<file path="config.mk">
export PLATFORM = sky130hd
export DESIGN_NAME = tlb_refill_walker
export DESIGN_NICKNAME = d
export VERILOG_FILES = /design/src/rtl/tlb_refill_walker_pkg.sv /design/src/rtl/tlb_walk_arb.sv /design/src/rtl/tlb_refill_walker.sv
export SDC_FILE = /design/constraint.sdc
export NUM_CORES = 1
export LEC_CHECK = 0
export CORE_MARGIN = 2
export CORE_UTILIZATION = 30
export DETAILED_ROUTE_END_ITERATION = 10
export SYNTH_ARGS = -nofsm -noshare
export SYNTH_HDL_FRONTEND = slang
export SYNTH_SLANG_ARGS = --single-unit
</file>
<file path="constraint.sdc">
create_clock -name clk -period 7.1 [get_ports clk]
set_input_delay 2.13 -clock clk [delete_from_list [all_inputs] [get_ports clk]]
set_output_delay 2.13 -clock clk [all_outputs]
set_load 0.03 [all_outputs]
</file>
<file path="src/rtl/tlb_refill_walker_pkg.sv">
// Shared definitions for the TLB refill walker: address geometry, PTE field
// positions, walker state encodings and the walk counter width.
package tlb_refill_walker_pkg;

   // Address geometry. PAGE_SIZE is the page-offset width in bits.
   localparam int VIRT_ADDR_WIDTH    = 32;
   localparam int PAGE_SIZE          = 12;
   localparam int PHY_PAGE_NUM_WIDTH = 8;

   // PTE layout: bit 31 marks a valid mapping, PPN sits in the low bits.
   localparam int PTE_VALID_BIT = 31;
   localparam int PTE_PPN_LSB   = 0;

   // Width of the saturating completed-walk counter.
   localparam int WALK_CNT_W = 16;

   typedef enum logic [1:0] {
      WS_IDLE = 2'd0,
      WS_WALK = 2'd1,
      WS_RESP = 2'd2,
      WS_HOLD = 2'd3
   } walk_state_e;

endpackage

</file>
<file path="src/rtl/tlb_walk_arb.sv">
// Two-way round-robin arbiter between the iTLB and dTLB miss requests.
// Grant is combinational; the last-served flag moves only when the walker
// accepts the grant, and resets to the D side so the iTLB wins the first tie.
module tlb_walk_arb (
   input  logic clk,
   input  logic reset,
   input  logic itlb_req_i,
   input  logic dtlb_req_i,
   input  logic accept_i,
   output logic gnt_valid_o,
   output logic gnt_is_d_o
);

   logic last_d_q;
   logic last_d_d;

   // Pick a requester: a lone request wins, a tie goes to the side not served last.
   always_comb begin
      // NOTE: every output gets a value on every path, so no latch is inferred.
      gnt_valid_o = itlb_req_i | dtlb_req_i;
      gnt_is_d_o  = dtlb_req_i;
      if (itlb_req_i && dtlb_req_i) begin
         gnt_is_d_o = ~last_d_q;
      end
      last_d_d = accept_i ? gnt_is_d_o : last_d_q;
   end

   // Remember which side was served last.
   always_ff @(posedge clk) begin
      // NOTE: non-blocking assignment so every flop samples pre-edge values.
      if (reset) begin
         last_d_q <= 1'b1;
      end else begin
         last_d_q <= last_d_d;
      end
   end

endmodule

</file>
<file path="src/rtl/tlb_refill_walker.sv">
// Page-table walker servicing iTLB/dTLB misses. A granted miss fetches its
// PTE from pt_base + 4*VPN, then either refills the requesting TLB or raises
// a page fault. Every output is registered; the FSM spends one HOLD cycle
// after each response so the TLB's registered miss can drop.
module tlb_refill_walker
   import tlb_refill_walker_pkg::*;
#(
   parameter int VPN_W   = VIRT_ADDR_WIDTH - PAGE_SIZE,
   parameter int PPN_W   = PHY_PAGE_NUM_WIDTH,
   parameter int PADDR_W = 20,
   parameter int PTE_W   = 32
) (
   input  logic                  clk,
   input  logic                  reset,
   input  logic                  itlb_miss,
   input  logic [VPN_W-1:0]      itlb_vpn,
   output logic                  itlb_write,
   output logic [PPN_W-1:0]      itlb_ppn,
   input  logic                  dtlb_miss,
   input  logic [VPN_W-1:0]      dtlb_vpn,
   output logic                  dtlb_write,
   output logic [PPN_W-1:0]      dtlb_ppn,
   input  logic [PADDR_W-1:0]    pt_base,
   output logic                  mem_req,
   output logic [PADDR_W-1:0]    mem_addr,
   input  logic                  mem_ack,
   input  logic [PTE_W-1:0]      mem_rdata,
   output logic                  fault,
   output logic [VPN_W-1:0]      fault_vpn,
   output logic                  fault_is_d,
   output logic                  busy,
   output logic [WALK_CNT_W-1:0] walk_count
);

   walk_state_e state_q, state_d;

   logic gnt_valid;
   logic gnt_is_d;
   logic grant;
   logic walk_done;
   logic pte_valid;
   logic [VPN_W-1:0] gnt_vpn;
   logic [PPN_W-1:0] pte_ppn;

   logic                  side_q, side_d;
   logic [VPN_W-1:0]      vpn_q, vpn_d;
   logic                  mem_req_q, mem_req_d;
   logic [PADDR_W-1:0]    mem_addr_q, mem_addr_d;
   logic                  itlb_write_q, itlb_write_d;
   logic                  dtlb_write_q, dtlb_write_d;
   logic [PPN_W-1:0]      itlb_ppn_q, itlb_ppn_d;
   logic [PPN_W-1:0]      dtlb_ppn_q, dtlb_ppn_d;
   logic                  fault_q, fault_d;
   logic [VPN_W-1:0]      fault_vpn_q, fault_vpn_d;
   logic                  fault_is_d_q, fault_is_d_d;
   logic                  busy_q, busy_d;
   logic [WALK_CNT_W-1:0] walk_count_q, walk_count_d;

   // Only the valid bit and PPN field of the PTE are consumed.
   logic unused_rdata;
   assign unused_rdata = ^mem_rdata;

   tlb_walk_arb u_arb (
      .clk         (clk),
      .reset       (reset),
      .itlb_req_i  (itlb_miss),
      .dtlb_req_i  (dtlb_miss),
      .accept_i    (grant),
      .gnt_valid_o (gnt_valid),
      .gnt_is_d_o  (gnt_is_d)
   );

   assign grant     = (state_q == WS_IDLE) && gnt_valid;
   assign walk_done = (state_q == WS_WALK) && mem_ack;
   assign gnt_vpn   = gnt_is_d ? dtlb_vpn : itlb_vpn;
   assign pte_valid = mem_rdata[PTE_VALID_BIT];
   assign pte_ppn   = mem_rdata[PTE_PPN_LSB +: PPN_W];

   // State register; reset abandons any walk in progress.
   always_ff @(posedge clk) begin
      if (reset) begin
         state_q <= WS_IDLE;
      end else begin
         state_q <= state_d;
      end
   end

   // Next-state logic: grant, wait for the PTE, respond once, hold once.
   always_comb begin
      state_d = state_q;
      unique case (state_q)
         WS_IDLE: if (gnt_valid) state_d = WS_WALK;
         WS_WALK: if (mem_ack)   state_d = WS_RESP;
         WS_RESP: state_d = WS_HOLD;
         WS_HOLD: state_d = WS_IDLE;
         default: state_d = WS_IDLE;
      endcase
   end

   // Output logic: next values of every registered output and walk context.
   always_comb begin
      mem_req_d    = (state_d == WS_WALK);
      busy_d       = (state_d != WS_IDLE);
      itlb_write_d = 1'b0;
      dtlb_write_d = 1'b0;
      fault_d      = 1'b0;
      itlb_ppn_d   = itlb_ppn_q;
      dtlb_ppn_d   = dtlb_ppn_q;
      fault_vpn_d  = fault_vpn_q;
      fault_is_d_d = fault_is_d_q;
      walk_count_d = walk_count_q;
      side_d       = side_q;
      vpn_d        = vpn_q;
      mem_addr_d   = mem_addr_q;

      // Capture the request at grant; the address is then frozen for the walk.
      if (grant) begin
         side_d     = gnt_is_d;
         vpn_d      = gnt_vpn;
         mem_addr_d = pt_base + PADDR_W'({gnt_vpn, 2'b00});
      end

      if (walk_done) begin
         if (pte_valid) begin
            if (side_q) begin
               dtlb_write_d = 1'b1;
               dtlb_ppn_d   = pte_ppn;
            end else begin
               itlb_write_d = 1'b1;
               itlb_ppn_d   = pte_ppn;
            end
         end else begin
            fault_d      = 1'b1;
            fault_vpn_d  = vpn_q;
            fault_is_d_d = side_q;
         end
         if (!(&walk_count_q)) begin
            walk_count_d = walk_count_q + WALK_CNT_W'(1);
         end
      end
   end

   // Output and walk-context registers.
   always_ff @(posedge clk) begin
      if (reset) begin
         mem_req_q    <= 1'b0;
         mem_addr_q   <= '0;
         itlb_write_q <= 1'b0;
         dtlb_write_q <= 1'b0;
         itlb_ppn_q   <= '0;
         dtlb_ppn_q   <= '0;
         fault_q      <= 1'b0;
         fault_vpn_q  <= '0;
         fault_is_d_q <= 1'b0;
         busy_q       <= 1'b0;
         walk_count_q <= '0;
         side_q       <= 1'b0;
         vpn_q        <= '0;
      end else begin
         mem_req_q    <= mem_req_d;
         mem_addr_q   <= mem_addr_d;
         itlb_write_q <= itlb_write_d;
         dtlb_write_q <= dtlb_write_d;
         itlb_ppn_q   <= itlb_ppn_d;
         dtlb_ppn_q   <= dtlb_ppn_d;
         fault_q      <= fault_d;
         fault_vpn_q  <= fault_vpn_d;
         fault_is_d_q <= fault_is_d_d;
         busy_q       <= busy_d;
         walk_count_q <= walk_count_d;
         side_q       <= side_d;
         vpn_q        <= vpn_d;
      end
   end

   assign mem_req    = mem_req_q;
   assign mem_addr   = mem_addr_q;
   assign itlb_write = itlb_write_q;
   assign dtlb_write = dtlb_write_q;
   assign itlb_ppn   = itlb_ppn_q;
   assign dtlb_ppn   = dtlb_ppn_q;
   assign fault      = fault_q;
   assign fault_vpn  = fault_vpn_q;
   assign fault_is_d = fault_is_d_q;
   assign busy       = busy_q;
   assign walk_count = walk_count_q;

endmodule

</file>
Word-level counts from Yosys, hierarchy flattened:

Index checks and enable logic that the tools add are counted.

* register bits: 102
* output and inout port bits: 78
* input port bits: 97
* word-level logic and storage cells: 47

* muxes and demuxes: 8
* $add $sub $neg: 2
* reduce and logical (&&, ||, !) cells: 12
* equal/unequal tests: 4
* bitwise logic cells: 6

Operator list (number)
* 20-bit adder: 1
* 20-bit two-way mux: 1
* 16-bit by 1-bit adder with 16-bit output (second input constant): 1
* 16-bit AND reduction: 1
* 2-bit case mux with 4 select lines: 1
* 3-bit AND reduction: 2
* 1-bit NOT: 5
* 2-bit by 1-bit == test with 1-bit output (second input constant): 2
* 2-bit == test (second input constant): 2
* 1-bit two-way mux: 4
* 2-bit two-way mux: 2
* 2-bit AND reduction: 2
* 1-bit logical AND: 3
* 3-bit OR reduction: 1
* 2-bit zero test: 1
* 2-bit nonzero test: 1
* 2-bit OR reduction: 1
* 1-bit OR: 1

Depth between registers and ports, before layout:

* word-level depth: 4
* depth in mapped cells: 12
* gate-level depth less buffers: 11

By module:

Synthesis repeated with hierarchy kept, for this count alone.

* cells, all modules: 572
* area, all modules: 4911.0 µm²

Modules (own cells, without submodules)
* tlb_refill_walker: times used 1, seq. area each 2021.9 µm², area an instance 4862.2 µm², cells each 567
* tlb_walk_arb: times used 1, seq. area each 20.0 µm², area an instance 48.8 µm², cells each 5

Least setup slack after synthesis:

No wires, ideal clock.

* path type: input to register
* start: input port dtlb_miss
* end: register mem_addr_q[12], in the netlist mem_addr[12]
* required time: 6.978 ns
* setup slack: 2.261 ns
* setup time: 0.122 ns
* path buffers: 1
* data arrival time: 4.716 ns
* stages: 12
* cells stage by stage: a21boi_1 -> buf_2 -> mux2_2 -> ha_1 -> fa_1 -> a21oi_1 -> o21ai_2 -> a2111oi_1 -> or3_4 -> o21a_1 -> xor2_1 -> o21ai_1

* word-level cells in the longest chain between the ends: 4
* elaborated cells on any way between the ends: 6
* classes of those cells: 1 x add/sub; 2 x mux; 1 x bitwise; 2 x reduce/logical

Ends and longest elaborated chain
* start: declaration: line tlb_refill_walker.sv:19 `input logic dtlb_miss,`
* 1-bit logical AND: line tlb_walk_arb.sv:22 `if (itlb_req_i && dtlb_req_i) begin`
* 1-bit two-way mux *: line tlb_walk_arb.sv:22
* 20-bit two-way mux *: line tlb_refill_walker.sv:75 `assign gnt_vpn = gnt_is_d ? dtlb_vpn : itlb_vpn;`
* via gnt_vpn[0]: line tlb_refill_walker.sv:42 `logic [VPN_W-1:0] gnt_vpn;`
* 20-bit adder *: line tlb_refill_walker.sv:120 `mem_addr_d = pt_base + PADDR_W'({gnt_vpn, 2'b00});`
* end signal: assignment: line tlb_refill_walker.sv:161 `mem_addr_q <= mem_addr_d;`
* end: declaration: line tlb_refill_walker.sv:48 `logic [PADDR_W-1:0] mem_addr_q, mem_addr_d;`

Mark *: on every way through the listed nets, which the timed path passes. The rest lies on a longest branch.
A chain may end at the register's enable or synchronous reset.

Final worst setup path:

Same ends and word-level chain as after synthesis.

==> results.rst <==
.. list-table::
   :header-rows: 1

   * - Metric
     - Value
   * - DIE HEIGHT
     - about 130 µm
   * - H-tree depth
     - 3
   * - Count of final setup violators
     - 0
   * - Max Fanout on Critical Path
     - 12
   * - Initial antenna violation count
     - 1
   * - Maximum clock insertion buffer count
     - 2
   * - Run status
     - finished, final reports clean
   * - Top area cells in the synthesized netlist
     - dfxtp_1 (44%), nand2_1 (7.0%), nor2_1 (6.5%)
   * - Die ar.
     - 16,500 µm²
   * - Static Leak
     - about 2.5 nW
   * - Slew at the pin with the worst max-slew slack
     - 1.011 ns
   * - Post-detail-place hpwl
     - 10,230 µm
   * - Final hold violations
     - 0
   * - Worst clock skew
     - 0.005117 ns
   * - IR Drop Worst-Case VDD
     - 117.7 µV
   * - Core Region
     - 15,150 µm²
   * - Number of distinct library cells after synthesis
     - 53
   * - Critical path data required time
     - 7.33 ns
   * - Area share of the largest cell type after synthesis
     - 0.4395
   * - Number of violations reported at the end of detailed-routing iteration 0
     - 160
   * - Synthesized area divided by synthesized cell count
     - 8.524 µm²
   * - Total placed instance area
     - about 6300 µm²
   * - Endpoint kind of the worst setup timing path
     - flop
   * - Synthesized cell area
     - 4646 µm²
   * - Post-synth top cells
     - dfxtp_1 (102), nand2_1 (87), nor2_1 (81), a21oi_1 (56), nor3_1 (22)
   * - Total length of routed met2 wires
     - between 6000 and 7000 µm
   * - FFs w/ async S/R, synth
     - 0
   * - Endpoint of the lowest-slack register-to-register path
     - mem_addr[12]$_SDFFE_PP0P_
   * - Maximum number of pins on one net before global-route repair
     - between 90 and 100
   * - Post-cts hold buffer count
     - 0
   * - Ant. Diodes
     - 0
   * - Final WS setup
     - 1.556 ns
   * - Aggregate global-route resource usage
     - 0.1669
   * - Path type of the worst min-delay path
     - reg -> reg
   * - Top layer reached by signal wires
     - met4
   * - Final estimated routing congestion in global placement
     - 0.9056
   * - Fraction of layout cells with a size suffix above 1
     - 0.08081
   * - First-pass GRT wire length
     - around 21,000 µm
   * - Post-CTS sizing
     - 0
   * - Startpoint of the lowest-slack register-to-register path
     - u_arb.last_d_q$_SDFFE_PP1P_
   * - #FFs+latches synth
     - around 100
   * - # Post-CTS Setup Buffers
     - 0
   * - Number of instances in the synthesized netlist
     - 545
   * - Crit path to
     - mem_addr[12]$_SDFFE_PP0P_
   * - Relative slew slack
     - 0.3262
   * - Starting utilization of the core area
     - 0.3067
   * - Clock Pin Slew Worst Setup and Hold Paths
     - around 0.070 ns
   * - Kind of critical path
     - in -> reg
   * - Minimum setup slack among reg-to-reg paths
     - 3.58 ns
   * - Library cell with the largest summed area after synthesis
     - dfxtp_1
   * - IO buf count
     - about 150
   * - Number of non-filler instances in the completed layout
     - 881
   * - Antenna Nets Post-Route
     - 0
   * - Met3 WL
     - around 1200 µm
   * - Total negative slack for setup checks
     - 0 ns
   * - WP data arrival
     - 5.78 ns
   * - Sinks on Clock Net
     - ~100
   * - Number of global-route vias before repair
     - 4,291
   * - TritonCTS clock tree
     - built
   * - R2R depth
     - 11
   * - Power density cells
     - 225.8 nW/µm²
   * - Placed cell count
     - roughly 870
   * - Clock buffers created by TritonCTS
     - 9
   * - Remaining global-route overflow
     - 0
   * - F_max
     - roughly 0.18 GHz
   * - Vias
     - 4,324
   * - Area growth from synthesis to final layout
     - 42.58%
   * - # rows
     - between 40 and 50
   * - Crit share post-route
     - 0.7809
   * - Finished Cell Area
     - 6624 µm²
   * - Number of detailed-route iterations in the first pass
     - 6
   * - Synth warn
     - 0
   * - Final Max Tran Viols
     - 0
   * - Top FF cell, synth
     - dfxtp_1
   * - Insertion delay of the later-clocked pin in the worst-skew pair
     - 0.35 ns
   * - Clock Root Buffer
     - clkbuf_16
   * - Count leader, synth
     - dfxtp_1
   * - Wirelength, routed
     - between 10,000 and 15,000 µm
   * - # IOs
     - between 150 and 200
   * - Routed length per instance
     - 15.54 µm
   * - Maxcap violations
     - 0
   * - EDFF count, synth
     - 0
   * - Final critical delay including setup and external delays
     - 5.544 ns
   * - Sequential area share after synthesis
     - 0.4395
   * - Pre-CTS worst setup slack
     - 1.162 ns
   * - Final Net Count
     - 804
   * - Startpoint of the most critical setup path
     - dtlb_miss
   * - Met1 wire length
     - 5753 µm
   * - Width of the die
     - approximately 130 µm
   * - Setup repair after global routing missed its margin
     - false
   * - Kind of start point of the critical path
     - input pin
   * - Post-detailed-route DRC marker count
     - 0
   * - Routed vias/inst
     - 4.908
   * - Net Count, Synth
     - 661
placed cells by master, fill, tap and decap left out, types with 7 or more instances in the layout:
cell	netlist	routed
nor2_1	81	81
clkbuf_16	0	9
and3_1	7	7
a21oi_1	56	56
xor2_1	14	14
dfxtp_1	102	102
mux2_2	17	17
ha_1	18	18
xnor2_1	11	11
nand2_1	87	87
mux2i_1	19	19
o21ai_0	9	9
nand3_1	11	11
clkdlybuf4s50_1	0	150
nor3_1	22	22
how the worst min path moves through the flow:
stage | from | end | slack (ns) | depth (start not counted)
4_1_cts | fault_vpn[16]$_SDFFE_PP0P_ | fault_vpn[16]$_SDFFE_PP0P_ | 0.46 | 2
6_report | vpn_q[13]$_SDFFE_PP0P_ | fault_vpn[13]$_SDFFE_PP0P_ | 0.45 | 2
2_1_floorplan | vpn_q[19]$_SDFFE_PP0P_ | fault_vpn[19]$_SDFFE_PP0P_ | 0.43 | 2
3_5_place_dp | vpn_q[13]$_SDFFE_PP0P_ | fault_vpn[13]$_SDFFE_PP0P_ | 0.45 | 2
3_3_place_gp | mem_addr[11]$_SDFFE_PP0P_ | mem_addr[11]$_SDFFE_PP0P_ | 0.44 | 2
5_1_grt | fault_vpn[14]$_SDFFE_PP0P_ | fault_vpn[14]$_SDFFE_PP0P_ | 0.48 | 2
flip-flops by register name (all words and copies together), names as in the netlist, 2 cells and up:
| signal | count |
|---|---|
| vpn_q | 20 |
| dtlb_ppn | 8 |
| fault_vpn | 20 |
| itlb_ppn | 8 |
| mem_addr | 20 |
| state_q | 2 |
| walk_count | 16 |
critical path, stage by stage:
cell and delay (ns):
clkdlybuf4s50_1 0.55, a21boi_2 0.59, buf_4 0.33, mux2_2 0.40
ha_1 0.36, a21oi_1 0.24, o21ai_2 0.11, a2111oi_1 0.48
or3_4 0.22, o21a_1 0.12, xor2_1 0.18, o21ai_1 0.08
logic make-up after synthesis:
group,share of synthesized area
buffers and inverters,0.02289
XOR/XNOR,0.04713
AO/OA/AOI/OAI,0.1255
flip-flops,0.4395
AND/OR/NAND/NOR,0.2268
multiplexers,0.08537
adder cells (fa/ha/maj),0.05279
area by class of cell:
cell class                 count  area, µm²
clock buffer                  10      239.0
clock inverter                 6      43.79
fill                        1521       8522
inverter                       2      7.507
multi-input combinational    416       2505
sequential                   102       2042
tap                          188      235.2
timing repair buffer         157       1551
routing by layer:
metal / vias up / track usage
li1: 2152 / -
met1: 2008 / 0.1918
met2: 150 / 0.2894
met3: 14 / 0.06611
met4: 0 / 0.04460
met5: - / 0
power by group:
group | switching, mW | leakage [nW] | internal, mW
Sequential | 0.0240 | 0.833 | 0.616
Combinational | 0.212 | 1.53 | 0.169
Clock | 0.226 | 0.139 | 0.249
Total | 0.462 | 2.50 | 1.03
through the flow:
stage               hold WS, ns  total power [mW]  utilization
floorplan                0.4323            0.8854            -
global placement         0.4407             1.030       0.4187
detailed placement       0.4479             1.036       0.4187
CTS                      0.4592             1.521       0.4373
global route             0.4756             1.578       0.4373
finish                   0.4515             1.496       0.4373
(Power assumes the default switching activity.)
